==> src/rtl/ysyx_22041412_pkg.sv <==
// Shared writeback definitions: data width, register count and the
// slow-path holding entry layout.
package ysyx_22041412_pkg;

    localparam int unsigned XLEN    = 64;
    localparam int unsigned REG_NUM = 32;
    localparam int unsigned RW      = $clog2(REG_NUM);

    // One pending register-file write waiting in the slow-path FIFO.
    typedef struct packed {
        logic [RW-1:0]   rd;
        logic [XLEN-1:0] data;
    } wb_entry_t;

endpackage

==> src/rtl/ysyx_22041412_wb_fifo.sv <==
// Slow-path (LSU/MDU) holding FIFO for the writeback unit.
// Ports:
//   clk, rst       - clock, asynchronous active-low reset
//   push, push_entry - write one entry (ignored while full)
//   pop            - consume the head entry (ignored while empty)
//   full, empty    - occupancy flags derived from the registered count
//   head           - entry at the read pointer
module ysyx_22041412_wb_fifo
    import ysyx_22041412_pkg::*;
#(
    parameter int unsigned DEPTH = 2
) (
    input  logic      clk,
    input  logic      rst,
    input  logic      push,
    input  wb_entry_t push_entry,
    input  logic      pop,
    output logic      full,
    output logic      empty,
    output wb_entry_t head
);

    localparam int unsigned AW = (DEPTH > 1) ? $clog2(DEPTH) : 1;
    localparam int unsigned CW = $clog2(DEPTH + 1);

    wb_entry_t       mem [DEPTH];
    logic [AW-1:0]   rd_ptr;
    logic [AW-1:0]   wr_ptr;
    logic [CW-1:0]   count;
    logic            do_push;
    logic            do_pop;

    assign full    = (count == CW'(DEPTH));
    assign empty   = (count == '0);
    assign do_push = push && !full;
    assign do_pop  = pop && !empty;
    assign head    = mem[rd_ptr];

    // Pointers wrap naturally because DEPTH is a power of two.
    always_ff @(posedge clk or negedge rst) begin
        if (!rst) begin
            rd_ptr <= '0;
            wr_ptr <= '0;
            count  <= '0;
        end else begin
            if (do_push) wr_ptr <= wr_ptr + AW'(1);
            if (do_pop)  rd_ptr <= rd_ptr + AW'(1);
            case ({do_push, do_pop})
                2'b10:   count <= count + CW'(1);
                2'b01:   count <= count - CW'(1);
                default: count <= count;
            endcase
        end
    end

    // Storage needs no reset; validity is tracked by count.
    always_ff @(posedge clk) begin
        if (do_push) mem[wr_ptr] <= push_entry;
    end

endmodule

==> src/rtl/ysyx_22041412_wbu.sv <==
// Writeback unit: merges the single-cycle ALU result and the buffered
// LSU/MDU result into one registered register-file write port, and keeps
// the pending-write scoreboard used by the issue stage.
// Ports:
//   clk, rst                      - clock, asynchronous active-low reset
//   issue_valid, issue_rd, issue_ok - issue request and hazard-free indication
//   ex_valid, ex_rd, ex_data      - ALU result, always accepted, highest priority
//   ls_valid, ls_rd, ls_data, ls_ready - slow-path result handshake into FIFO
//   rf_wen, rf_rw, rf_busw        - registered register-file write port
//   busy                          - per-register outstanding-write scoreboard
module ysyx_22041412_wbu
    import ysyx_22041412_pkg::wb_entry_t;
#(
    parameter int unsigned XLEN     = 64,
    parameter int unsigned LS_DEPTH = 2
) (
    input  logic            clk,
    input  logic            rst,
    input  logic            issue_valid,
    input  logic [4:0]      issue_rd,
    output logic            issue_ok,
    input  logic            ex_valid,
    input  logic [4:0]      ex_rd,
    input  logic [XLEN-1:0] ex_data,
    input  logic            ls_valid,
    input  logic [4:0]      ls_rd,
    input  logic [XLEN-1:0] ls_data,
    output logic            ls_ready,
    output logic            rf_wen,
    output logic [4:0]      rf_rw,
    output logic [XLEN-1:0] rf_busw,
    output logic [31:0]     busy
);

    localparam int unsigned EW      = ysyx_22041412_pkg::XLEN;
    localparam int unsigned REG_NUM = ysyx_22041412_pkg::REG_NUM;

    wb_entry_t          push_entry;
    wb_entry_t          head;
    logic               fifo_full;
    logic               fifo_empty;
    logic               ls_push;
    logic               fifo_pop;

    logic               sel_valid;
    logic [4:0]         sel_rd;
    logic [XLEN-1:0]    sel_data;

    logic [REG_NUM-1:0] set_vec;
    logic [REG_NUM-1:0] clr_vec;
    logic [REG_NUM-1:0] busy_next;

    // Slow-path handshake; ready comes from registered occupancy only.
    assign ls_ready        = !fifo_full;
    assign ls_push         = ls_valid && ls_ready;
    assign fifo_pop        = !ex_valid && !fifo_empty;
    assign push_entry.rd   = ls_rd;
    assign push_entry.data = EW'(ls_data);

    ysyx_22041412_wb_fifo #(
        .DEPTH (LS_DEPTH)
    ) u_fifo (
        .clk        (clk),
        .rst        (rst),
        .push       (ls_push),
        .push_entry (push_entry),
        .pop        (fifo_pop),
        .full       (fifo_full),
        .empty      (fifo_empty),
        .head       (head)
    );

    // Source select: ALU first, then FIFO head.
    always_comb begin
        sel_valid = 1'b0;
        sel_rd    = '0;
        sel_data  = '0;
        if (ex_valid) begin
            sel_valid = 1'b1;
            sel_rd    = ex_rd;
            sel_data  = ex_data;
        end else if (!fifo_empty) begin
            sel_valid = 1'b1;
            sel_rd    = head.rd;
            sel_data  = XLEN'(head.data);
        end
    end

    // Register-file write port; x0 entries are consumed but never written.
    always_ff @(posedge clk or negedge rst) begin
        if (!rst) begin
            rf_wen  <= 1'b0;
            rf_rw   <= '0;
            rf_busw <= '0;
        end else begin
            rf_wen <= sel_valid && (sel_rd != 5'd0);
            if (sel_valid) begin
                rf_rw   <= sel_rd;
                rf_busw <= sel_data;
            end
        end
    end

    // Scoreboard: a new issue overrides a retiring write to the same register.
    assign issue_ok = (issue_rd == 5'd0) || !busy[issue_rd];

    always_comb begin
        set_vec = '0;
        clr_vec = '0;
        if (issue_valid && issue_ok && (issue_rd != 5'd0))
            set_vec = REG_NUM'(1) << issue_rd;
        if (rf_wen)
            clr_vec = REG_NUM'(1) << rf_rw;
        busy_next = ((busy & ~clr_vec) | set_vec) & ~REG_NUM'(1);
    end

    always_ff @(posedge clk or negedge rst) begin
        if (!rst) busy <= '0;
        else      busy <= busy_next;
    end

endmodule

==> config.mk <==
export PLATFORM = sky130hd
export DESIGN_NAME = ysyx_22041412_wbu
export DESIGN_NICKNAME = d
export VERILOG_FILES = /design/src/rtl/ysyx_22041412_pkg.sv /design/src/rtl/ysyx_22041412_wb_fifo.sv /design/src/rtl/ysyx_22041412_wbu.sv
export SDC_FILE = /design/constraint.sdc
export NUM_CORES = 1
export LEC_CHECK = 0
export CORE_MARGIN = 2
export CORE_UTILIZATION = 40
export DETAILED_ROUTE_END_ITERATION = 8
export DONT_BUFFER_PORTS = 1
export PLACE_DENSITY = 0.53
export SETUP_SLACK_MARGIN = 0.4
export SLEW_MARGIN = 20
export SYNTH_ARGS = -nofsm -noshare
export SYNTH_HDL_FRONTEND = slang
export SYNTH_HIERARCHICAL = 1
export SYNTH_SLANG_ARGS = --single-unit
==> constraint.sdc <==
create_clock -name clk -period 6.7 [get_ports clk]
set_input_delay 0.335 -clock clk [delete_from_list [all_inputs] [get_ports clk]]
set_output_delay 0.335 -clock clk [all_outputs]
set_load 0.1 [all_outputs]
# Word-level counts from Yosys, hierarchy flattened
# Memories as Yosys holds them, arrays and structs flattened.
# Cells that the tools add are included.
[classes] add_sub_neg=4 n_mul=0 div=0 order_cmp=1 n_eq_ne=3 shift=2 n_mux=13 bitwise=3 n_reduce_logical=17
[op_table] cell="2-to-1 mux 64 bit" n=2
[op_table] cell="2-to-1 mux 32 bit" n=2
[op_table] cell="<< shifter 1 x 5 -> 32 bit, first input constant" n=2
[op_table] cell="AND 32 bit" n=1
[op_table] cell="inverter 32 bit" n=1
[op_table] cell="bitwise OR 32 bit" n=1
[op_table] cell="2-to-1 mux 5 bit" n=2
[op_table] cell="nonzero test 5 bit" n=2
[op_table] cell="logical AND 1 bit" n=7
[op_table] cell="< comparator 5 x 6 -> 1 bit, second input constant" n=1
[op_table] cell="binary-select mux 1 bit (select 5 bit)" n=1
[op_table] cell="logical NOT 5 bit" n=1
[op_table] cell="2-to-1 mux 1 bit" n=5
[op_table] cell="equality test 2 bit, second input constant" n=2
[op_table] cell="logical NOT 1 bit" n=4
[op_table] cell="one-hot mux 2 bit (2 select lines)" n=1
[op_table] cell="adder 1 bit, second input constant" n=2
[op_table] cell="adder 2 x 1 -> 2 bit, second input constant" n=1
[op_table] cell="equality test 2 x 1 -> 1 bit, second input constant" n=1
[op_table] cell="logical NOT 2 bit" n=1
[op_table] cell="nonzero test 2 bit" n=1
[op_table] cell="subtractor 2 x 1 -> 2 bit, second input constant" n=1
[op_table] cell="logical OR 1 bit" n=1
[word_totals] regBits=105 latchBits=0 ramBits=138 romBits=0 in_bits=148 out_inout_bits=104 wordCells=51 n_memories=1
[memory_table] memory="u_fifo.mem" words=2 word_bits=69 rd=1 rd_clocked_by_memory_dff=0 wr=1 line="ysyx_22041412_wb_fifo.sv:26" text="wb_entry_t mem [DEPTH];"

# Logic depth before layout (Yosys ltp)
# Gate-level depths: netlist of run 1.
[depth] depth_word=8 mapped_depth=9

# Cells and area by module
# The synthesis of run 1 kept the hierarchy.
[modules_own_cells] mod="ysyx_22041412_wb_fifo" instances=1 cells_per_inst=233 area_per_inst_um2=5527.8
[modules_own_cells] mod="ysyx_22041412_wbu" instances=1 cells_per_inst=486 area_per_inst_um2=4911.0

# Least setup slack after synthesis of run 1
# Ideal clock, no wire load.
[synth_timing] kind="reg-to-output" from="reg busy[22]" to="out issue_ok" t_arrival_ps=4486 required_ps=6365 path_slack_ps=1879 path_stages_with_launch=5 path_buffers=0 cell_sequence="dfrtp_1 > mux4_2 > nor2_4 > a311oi_4 > nor4_1"
[synth_between] elab_chain_cells=4
[synth_lines] element="start: declaration" line="ysyx_22041412_wbu.sv:32" text="output logic [31:0] busy"
[synth_lines] element="start signal: assignment" line="ysyx_22041412_wbu.sv:119" text="else busy <= busy_next;"
[synth_lines] element="binary-select mux 1 bit (select 5 bit)" line="ysyx_22041412_wbu.sv:105" text="assign issue_ok = (issue_rd == 5'd0) || !busy[issue_rd];"
[synth_lines] element="2-to-1 mux 1 bit (not written as such)" line="ysyx_22041412_wbu.sv:105"
[synth_lines] element="logical NOT 1 bit" line="ysyx_22041412_wbu.sv:105"
[synth_lines] element="logical OR 1 bit" line="ysyx_22041412_wbu.sv:105"
[synth_lines] element="end: declaration" line="ysyx_22041412_wbu.sv:21" text="output logic issue_ok,"
# Every way passes these cells. The select of a mux whose other input is x is not followed.

# Final worst setup path of run 1
[layout_timing] from="reg busy[7]" to="out issue_ok"
# Same word-level chain as after synthesis.

==> flow_metrics.py, run 1 <==
metrics = {
    "sta": {
        "finalCriticalPeriod_ns": 3.21,
        "grt_setup_unrepaired": "false",
        "drv_slew": 0,
        "skew_ns": 0.0137,
        "fin_ws_ns": 3.49,
        "fmax_mhz": 312,
        "finalSetupViolations": 0,
        "finalHoldViolations": 0,
        "finalSetupTns_ns": 0,
        "finalCritPeriodShare": 0.479,
        "slew_headroom": 0.260,
        "tightest_slew_ns": 1.11,
    },
    "final_layout": {
        "stdcell_area_mm2": 0.0130,
        "syn2layout_area_growth_pct": 24.4,
        "layoutNonFillerInstCount": 1214,
        "drive_gt1_frac": 0.150,
        "fillers": 2213,
        "seqCellArea_mm2": 0.00678,
        "multi_input_area_mm2": 0.00339,
        "finalNetCount": 1007,
    },
    "yosys": {
        "synth_largest_area_cell": "edfxtp_1",
        "avgSynthCellArea_um2": 14.5,
        "yosysSeqAreaShare": 0.649,
        "ys_ff_latch": 243,
        "synthesis.area_mm2": 0.0104,
        "synth.top_cell.area_share": 0.397,
        "synthTopCellsByArea": "edfxtp_1 (40%), dfrtp_1 (25%), mux2_4 (10%)",
        "syn_nets": 868,
        "synth_warnings": 6,
        "synth_cells": 719,
        "synth_cell_types": 44,
    },
    "clocking": {
        "htreeDepth": 1,
        "cts_tree": "yes",
        "cts_sinks": 243,
        "cts-resized-gates": 0,
        "clockRootBuffer": "clkbuf_16",
        "clock_latency_ns": 0.52,
        "path_clk_slew_ns": 0.06,
        "cts_buffer_depth": 3,
        "numCtsBuffers": 27,
    },
    "pwr": {
        "irDropWorstVdd_mv": 0.350,
        "finalPower_w": 0.00694,
        "power.density_mw_per_mm2": 535,
        "total_leakage_power_nw": 4.97,
    },
    "floorplanning": {
        "die-area_mm2": 0.0274,
        "die_x_um": 166,
        "die_h_um": 166,
        "initial_utilization": 0.404,
        "core_area_mm2": 0.0258,
        "rows": 59,
        "io_pins": 252,
    },
    "critical_path": {
        "crit_type": "reg2out",
        "arrival_ns": 2.87,
        "start_kind": "register",
        "end_kind": "output pin",
        "r2r_setup_slack_ns": 3.84,
        "worstPathMaxFanout": 3,
        "critPathRequiredTime_ns": 6.36,
    },
    "drt": {
        "drt_wl_total_um": 25100,
        "wire_per_inst_um": 20.6,
        "drc": 0,
        "viasPerCell": 5.21,
        "ant_nets": 0,
        "vias": 6324,
        "drt-initial-drc-count": 497,
        "firstDrtPassIters": 5,
    },
    "placed_design": {
        "portBuffers": 0,
        "post_dp_cell_area_mm2": 0.0106,
        "place_congestion": 0.872,
        "preCtsSetupSlack_ns": 3.75,
        "dpl.cell_count": 1021,
        "dp_hpwl_um": 15900,
    },
    "run": {
        "cap_viol_max_count": 0,
    },
    "grt": {
        "grt_max_degree": 141,
        "grt-ovfl-total": 0,
        "grtUsageTotal": 0.180,
        "grt_pass1_vias": 6751,
        "grt_pass1_wl_um": 38300,
        "antenna_found_initial": 1,
    },
    "worst_hold_path": {
        "min_path_type": "in2reg",
    },
    "status": {
        "status": "complete, no violations",
    },
}
## worst max-delay path, cell delays in order, from the launching register on
cell and delay [ns]:
dfrtp_1 0.95, mux2_2 0.30, o22ai_1 0.10, a2111oi_1 0.64, nor4_2 0.13, clkbuf_16 0.23
## final timing paths
check,from,cells after the start,to
min reg2reg,u_fifo/count[1],1,u_fifo/count[1]
max reg2reg,u_fifo/count[0],6,u_fifo/mem[0][49]
max,busy[7],5,issue_ok
min in group asynchronous,rst,2,busy[18]
max in group asynchronous,rst,2,u_fifo/rd_ptr
min,issue_rd[2],2,busy[6]
## where the power goes
| group | total [W] | switching (W) | internal, W | leakage [nW] |
|---|---|---|---|---|
| Clock | 0.00145 | 0.000571 | 0.000875 | 0.425 |
| Sequential | 0.00401 | 0.00199 | 0.00202 | 2.52 |
| Combinational | 0.00149 | 0.000744 | 0.000746 | 2.02 |
## synth_stat cells (all sizes together)
library cell,n
a2111oi,1
a21oi,3
a221oi,2
a311oi,1
and2,1
and3,1
buf,21
clkbuf,17
conb,1
dfrtp,105
edfxtp,138
ha,1
inv,3
mux2,75
mux2i,70
mux4,3
nand2,89
nand2b,6
nand3,6
nand3b,2
nand4,1
nor2,9
nor2b,10
nor3,1
nor4,1
o21ai,117
o221ai,1
o22ai,2
o31ai,18
o41ai,1
or2,2
or3,3
or4,2
xnor2,3
xor2,2
## layer usage
layer  global-route usage  part of all wire  vias up
met4               0.0502             0.018        0
met3               0.0604             0.095       37
li1                     -                 -     2924
met1                0.211              0.38     3132
met2                0.315              0.51      231
met5                    0                 0        -
## area by class of cell
class | count | area share
Antenna cell | 1 | 0.000193
Multi-Input combinational cell | 435 | 0.261
Clock inverter | 12 | 0.0100
Clock buffer | 37 | 0.0565
Sequential cell | 243 | 0.522
Inverter | 3 | 0.000867
Tap cell | 335 | 0.0323
Timing Repair Buffer | 148 | 0.117
## flip-flops by register name, indices dropped and copies added (netlist names)
register       flops
busy              31
rf_busw           64
rf_rw              5
rf_wen             1
u_fifo/count       2
u_fifo/mem       138
u_fifo/rd_ptr      1
u_fifo/wr_ptr      1
## what timing repair did
item,4_1_cts,5_1_grt
hold endpoints to repair,314,0
hold buffers,143,0
setup buffers,0,0
## layout by cell type (no fill, tap or decap), drive strengths merged, types with 3 or more instances in the layout
cell type	n
buf	6
inv	3
mux4	3
nor2b	10
bufinv	3
xnor2	3
edfxtp	138
nand3	6
o21ai	117
clkbuf	38
clkinv	9
dlygate4sd3	141
nand2b	6
nand2	89
nor2	9
o31ai	18
a21oi	3
mux2i	70
dfrtp	105
mux2	75
or3	3
## cells by family (layout without fill, tap and decap cells)
family,Yosys count,count (layout),synth area share
other,1,2,0.000359
multiplexers,148,148,0.180
AO/OA/AOI/OAI,146,146,0.0792
adder cells (fa/ha/maj),1,1,0.00120
XOR/XNOR,5,5,0.00420
AND/OR/NAND/NOR,134,134,0.0574
buffers and inverters,41,200,0.0292
flip-flops,243,243,0.649
## per-stage QoR
stage	utilization	hold WS (ns)
3_3_place_gp	0.412	0.0444
3_5_place_dp	0.412	0.0459
2_1_floorplan	-	0.0394
6_report	0.502	0.0281
4_1_cts	0.502	0.00172
5_1_grt	0.502	0.0358
(Power assumes the default switching activity.)
==> inputs of run 2 (changes only) <==
--- a/config.mk
+++ b/config.mk
@@ -5,11 +5,12 @@
 export SDC_FILE = /design/constraint.sdc
 export NUM_CORES = 1
 export LEC_CHECK = 0
+export ABC_AREA = 1
 export CORE_MARGIN = 2
 export CORE_UTILIZATION = 40
 export DETAILED_ROUTE_END_ITERATION = 8
 export DONT_BUFFER_PORTS = 1
-export PLACE_DENSITY = 0.53
+export PLACE_DENSITY = 0.55
 export SETUP_SLACK_MARGIN = 0.4
 export SLEW_MARGIN = 20
 export SYNTH_ARGS = -nofsm -noshare
==> constraint.sdc (replaced) <==
create_clock -name clk -period 2.7 [get_ports clk]
set_input_delay 0.135 -clock clk [delete_from_list [all_inputs] [get_ports clk]]
set_output_delay 0.135 -clock clk [all_outputs]
set_load 0.1 [all_outputs]
==> flow_metrics.py, run 2 <==
metrics = {
    "floorplanning": {
        "io_pins": 252,
        "die-area_mm2": 0.0268,
        "initial_utilization": 0.407,
        "core_area_mm2": 0.0251,
        "die_h_um": 164,
        "rows": 58,
        "die_x_um": 164,
    },
    "status": {
        "violations": "negative hold slack",
        "status": "finished with violations",
    },
    "final_layout": {
        "fin_util": 0.559,
        "layout_commonest_cell": "nand2_1",
        "syn2layout_area_growth_pct": 37.5,
        "top_regs": "u_fifo/mem (138), rf_busw (64), busy (31)",
        "layout_common_cells": "nand2_1 (490), dlygate4sd3_1 (201), edfxtp_1 (138), dfrtp_1 (104), buf_4 (83)",
        "largest-register": "u_fifo/mem",
        "largest_reg_flops": 138,
        "finalNetCount": 1441,
        "drive_gt1_frac": 0.123,
    },
    "yosys": {
        "synthTopCellsByCount": "nand2_1 (490), edfxtp_1 (138), dfrtp_1 (105), nand3_1 (61), a22oi_1 (44)",
        "synth_cells": 1026,
        "yosysSeqAreaShare": 0.663,
        "syn_nets": 1175,
        "synth_largest_area_cell": "edfxtp_1",
        "synthArstFlopShare": 0.432,
        "ys.flop_type": "edfxtp_1",
        "synth.top_cell.area_share": 0.406,
        "synthesis.area_mm2": 0.0102,
        "synth_cell_types": 30,
        "synthTopCellsByArea": "edfxtp_1 (41%), dfrtp_1 (26%), nand2_1 (18%)",
        "ys_ff_latch": 243,
        "avgSynthCellArea_um2": 9.96,
        "synth_warnings": 6,
        "yosysMostFrequentCell": "nand2_1",
        "synth_edf_count": 138,
    },
    "critical_path": {
        "start_kind": "primary input",
        "arrival_ns": 2.71,
        "worstPathMaxFanout": 12,
        "critPathRequiredTime_ns": 3.16,
        "crit_type": "in2reg",
        "end_kind": "register",
    },
    "sta": {
        "fmax_mhz": 444,
        "holdWs_ns": -0.696,
        "tightest_slew_ns": 0.940,
        "drv_slew": 0,
        "slew_headroom": 0.373,
        "grt_setup_unrepaired": "true",
        "skew_ns": 0.0119,
        "finalCritPeriodShare": 0.833,
        "finalSetupTns_ns": 0,
        "finalSetupViolations": 0,
        "finalHoldViolations": 105,
        "finalCriticalPeriod_ns": 2.25,
    },
    "grt": {
        "grt_pass1_wl_um": 44900,
        "grtUsageTotal": 0.212,
        "grt_pass1_vias": 8625,
        "antenna_found_initial": 2,
        "grt_max_degree": 106,
        "grt-ovfl-total": 0,
    },
    "drt": {
        "firstDrtPassIters": 5,
        "drc": 0,
        "drt-initial-drc-count": 609,
        "vias": 8336,
        "ant_nets": 0,
        "wire_per_inst_um": 17.8,
        "drt_wl_total_um": 29300,
        "viasPerCell": 5.07,
    },
    "clocking": {
        "numCtsBuffers": 26,
        "clock_latency_ns": 0.52,
        "htreeDepth": 1,
        "cts_sinks": 243,
        "clockRootBuffer": "clkbuf_16",
        "holdBufCountCts": 203,
        "path_clk_slew_ns": 0.07,
        "cts_tree": "yes",
        "cts_buffer_depth": 3,
    },
    "placed_design": {
        "portBuffers": 0,
        "place_congestion": 0.872,
        "dp_hpwl_um": 16900,
    },
    "pwr": {
        "power.density_mw_per_mm2": 1310,
        "irDropWorstVdd_mv": 0.924,
        "total_leakage_power_nw": 6.05,
    },
    "worst_hold_path": {
        "min_path_type": "in2async",
    },
    "run": {
        "cap_viol_max_count": 0,
    },
}
[run 2: changes by cell type in the layout (fill, tap and decap cells not counted), sizes merged, moves of 6 or more]
cell | previous run | this run
nor2 | 9 | 39
mux2 | 75 | 0
nor2b | 10 | 0
nand3 | 6 | 63
a22oi | 0 | 44
o21ai | 117 | 37
mux2i | 70 | 0
o31ai | 18 | 1
dlygate4sd3 | 141 | 201
inv | 3 | 25
buf | 6 | 89
nand2b | 6 | 0
nand2 | 89 | 504
[run 2: stage by stage]
step | power (W) | cells | hold slack (ns) | setup slack [ns] | instance area [um2]
finish | 0.0184 | 1643 | -0.696 | 0.450 | 14000
global placement | 0.0143 | 1390 | -0.156 | 0.710 | 11100
CTS | 0.0185 | 1641 | -0.712 | 0.411 | 14000
floorplan | 0.0125 | 1026 | -0.161 | 0.466 | 10200
global route | 0.0192 | 1643 | -0.717 | 0.398 | 14000
detailed placement | 0.0143 | 1390 | -0.154 | 0.654 | 11100
[run 2: where the power goes]
group | internal (W) | switching, W | total (W)
logic | 0.00177 | 0.00638 | 0.00814
clock network | 0.00228 | 0.00146 | 0.00374
registers | 0.00515 | 0.00139 | 0.00654
[run 2: path summary, 6_finish.rpt]
path                                   endpoint  slack [ns]  cells past startpoint            start
worst min register to register  u_fifo/count[1]        0.48                      2  u_fifo/count[1]
worst max register to register          busy[8]        0.55                     12         busy[15]
min in group clk                       busy[15]        0.02                      4      issue_rd[3]
worst min-delay path                    busy[7]       -0.70                      0              rst
max in group asynchronous           rf_busw[32]        3.21                      0              rst
worst max-delay path                   busy[21]        0.45                      8      issue_rd[1]
[run 2: area by class of cell]
class,instances,area [um2]
clock buffer,35,766
clock inverter,13,155
fill,2162,11100
tap,330,413
sequential,243,6770
antenna,1,2.50
multi-input combinational,704,3070
inverter,26,106
timing repair buffer,291,2760
[run 2: logic make-up after synthesis]
logic type | after synthesis | share of synthesized area
buf+inv | 80 | 0.0392
flops | 243 | 0.663
compound gates | 84 | 0.0523
other cells | 1 | 0.000367
fa+ha+maj | 1 | 0.00122
simple gates | 616 | 0.243
xor+xnor | 1 | 0.000858
[run 2: worst max-delay path, stage by stage]
cell and delay (ns):
dlygate4sd3_1 0.59, nor2_1 0.41, nand3_1 0.14, dlygate4sd3_1 0.60, nor2_1 0.11, dlygate4sd3_1 0.58
nand2_1 0.06, nand2_1 0.08
[run 2: per-layer routing]
| metal | track usage | share of wire | routed length, um | up-vias |
|---|---|---|---|---|
| met5 | 0 | 0 | 0 | - |
| met2 | 0.368 | 0.51 | 14800 | 332 |
| met3 | 0.0449 | 0.071 | 2090 | 74 |
| met4 | 0.0781 | 0.032 | 932 | 0 |
| li1 | - | - | - | 3935 |
| met1 | 0.261 | 0.39 | 11500 | 3995 |
[run 2: what timing repair did]
action / in CTS / in global routing
hold endpoints to repair: 346 / 105
resized for setup: 0 / 3
setup endpoints to repair: 0 / 14
setup buffers: 0 / 0
==> inputs of run 3 (changes only) <==
--- a/config.mk
+++ b/config.mk
@@ -10,7 +10,7 @@
 export CORE_UTILIZATION = 40
 export DETAILED_ROUTE_END_ITERATION = 8
 export DONT_BUFFER_PORTS = 1
-export PLACE_DENSITY = 0.55
+export PLACE_DENSITY = 0.53
 export SETUP_SLACK_MARGIN = 0.4
 export SLEW_MARGIN = 20
 export SYNTH_ARGS = -nofsm -noshare
==> constraint.sdc (replaced) <==
create_clock -name clk -period 2.1 [get_ports clk]
set_input_delay 0.105 -clock clk [delete_from_list [all_inputs] [get_ports clk]]
set_output_delay 0.105 -clock clk [all_outputs]
set_load 0.1 [all_outputs]
==> flow_metrics.py, run 3 (same netlist as run 2, synthesis figures left out) <==
metrics = {
    "placed_design": {
        "dp_hpwl_um": 18200,
        "portBuffers": 0,
        "post_dp_cell_area_mm2": 0.0114,
        "place_congestion": 0.885,
        "dpl.cell_count": 1420,
    },
    "sta": {
        "holdWs_ns": -0.731,
        "skew_ns": 0.0195,
        "tightest_slew_ns": 0.746,
        "grt_setup_unrepaired": "true",
        "slew_headroom": 0.501,
        "finalSetupViolations": 0,
        "finalHoldViolations": 105,
        "finalCritPeriodShare": 0.933,
        "finalSetupTns_ns": 0,
        "finalCriticalPeriod_ns": 1.96,
        "fmax_mhz": 511,
        "drv_slew": 0,
    },
    "grt": {
        "antenna_found_initial": 2,
        "grt_pass1_wl_um": 45000,
        "grt_pass1_vias": 8287,
        "grt_max_degree": 106,
        "grt-ovfl-total": 0,
        "grtUsageTotal": 0.215,
    },
    "clocking": {
        "clock_latency_ns": 0.55,
        "cts_tree": "yes",
        "path_clk_slew_ns": 0.06,
        "numCtsBuffers": 26,
        "htreeDepth": 1,
        "cts_sinks": 243,
        "holdBufCountCts": 177,
        "clockRootBuffer": "clkbuf_16",
        "cts_buffer_depth": 3,
    },
    "drt": {
        "drt-initial-drc-count": 541,
        "firstDrtPassIters": 7,
        "wire_per_inst_um": 17.8,
        "ant_nets": 0,
        "drc": 0,
        "viasPerCell": 5.04,
        "vias": 8359,
        "drt_wl_total_um": 29600,
    },
    "critical_path": {
        "slowest_stage": "dfrtp_4",
        "start_kind": "register",
        "r2r_setup_slack_ns": 0.18,
        "crit_family": "simple AND/OR/NAND/NOR gates",
        "worstPathMaxFanout": 2,
        "r2r_end": "busy[28]",
        "arrival_ns": 1.85,
        "worst-path-buf-inv": 2,
        "path_cells": "nand2_2, nand2_1, nand2_1, nand3_1, nand3_1, nand2_1, nand2_2, nand2_2, clkinvlp_4, buf_12",
        "r2r-start": "busy[16]",
        "max_stage_delay_ns": 0.47,
        "reg2regPathDepth": 14,
        "crit_type": "reg2out",
        "end_kind": "output pin",
        "critPathRequiredTime_ns": 2.00,
    },
    "final_layout": {
        "stdcell_area_mm2": 0.0143,
        "layout_commonest_cell": "nand2_1",
        "drive_gt1_frac": 0.195,
        "finalNetCount": 1455,
        "fillers": 2184,
        "layoutNonFillerInstCount": 1658,
        "top_regs": "u_fifo/mem (138), rf_busw (64), busy (31)",
        "layout_common_cells": "nand2_1 (474), dlygate4sd3_1 (176), edfxtp_1 (138), buf_4 (119), dfrtp_1 (66)",
        "largest-register": "u_fifo/mem",
        "syn2layout_area_growth_pct": 39.8,
        "largest_reg_flops": 138,
    },
    "pwr": {
        "finalPower_w": 0.0239,
        "irDropWorstVdd_mv": 1.07,
        "clkPwrFrac": 0.186,
        "power_frac_seq": 0.312,
        "switching_power_w": 0.0120,
        "total_leakage_power_nw": 6.11,
        "switching_share": 0.502,
        "power.density_mw_per_mm2": 1670,
        "p_int_w": 0.0119,
        "comb_power_share": 0.503,
    },
    "worst_hold_path": {
        "min_path_type": "in2async",
    },
    "run": {
        "cap_viol_max_count": 0,
    },
    "floorplanning": {
        "core_area_mm2": 0.0251,
        "die_x_um": 164,
        "io_pins": 252,
        "die_h_um": 164,
        "rows": 58,
        "die-area_mm2": 0.0268,
        "initial_utilization": 0.407,
    },
    "status": {
        "violations": "negative hold slack",
        "status": "finished with violations",
    },
}
run 3: final cells by class:
cell class / count / area [um2] / share of cell area
sequential: 243 / 6900 / 0.483
multi-input combinational: 705 / 3170 / 0.222
timing repair buffer: 304 / 2840 / 0.199
clock buffer: 34 / 691 / 0.0484
tap: 330 / 413 / 0.0289
clock inverter: 14 / 143 / 0.00999
inverter: 26 / 114 / 0.00798
antenna: 2 / 5.00 / 0.000351
run 3: metal layers:
layer / wire [um] / track usage / vias up
li1: - / - / 3963
met1: 11900 / 0.271 / 4021
met2: 14600 / 0.366 / 303
met3: 2030 / 0.0482 / 72
met4: 1090 / 0.0778 / 0
met5: 0 / 0 / -
run 3: per-stage QoR:
| stage | worst slack [ns] | util |
|---|---|---|
| global route | 0.0563 | 0.569 |
| global placement | 0.385 | 0.455 |
| detailed placement | 0.357 | 0.455 |
| CTS | 0.159 | 0.562 |
| finish | 0.141 | 0.569 |
| floorplan | -0.0637 | - |
run 3: how the worst max path moves through the flow:
stage / from / endpoint / slack (ns) / depth (start not counted)
after global placement: busy[27] / busy[1] / 0.38 / 11
after floorplan: u_fifo/count[1] / u_fifo/mem[1][0] / -0.06 / 5
after CTS: busy[18] / issue_ok / 0.16 / 10
after detailed placement: busy[26] / busy[31] / 0.36 / 11
after global routing: busy[16] / issue_ok / 0.06 / 10
final: busy[16] / issue_ok / 0.14 / 10
run 3: what timing repair did:
action	4_1_cts	5_1_grt
gates resized for setup	6	26
pin swaps	6	10
gates cloned	1	2
endpoints found under the setup margin	27	128
setup buffers	3	5
hold endpoints to repair	346	105
run 3: power by group through the flow:
stage	Combinational (W)	Clock [W]	Sequential [W]
final	0.0120	0.00443	0.00745
after global routing	0.0127	0.00472	0.00758
after CTS	0.0119	0.00454	0.00742
after detailed placement	0.0115	0	0.00751
after global placement	0.0115	0	0.00746
after floorplan	0.00301	0	0.0134
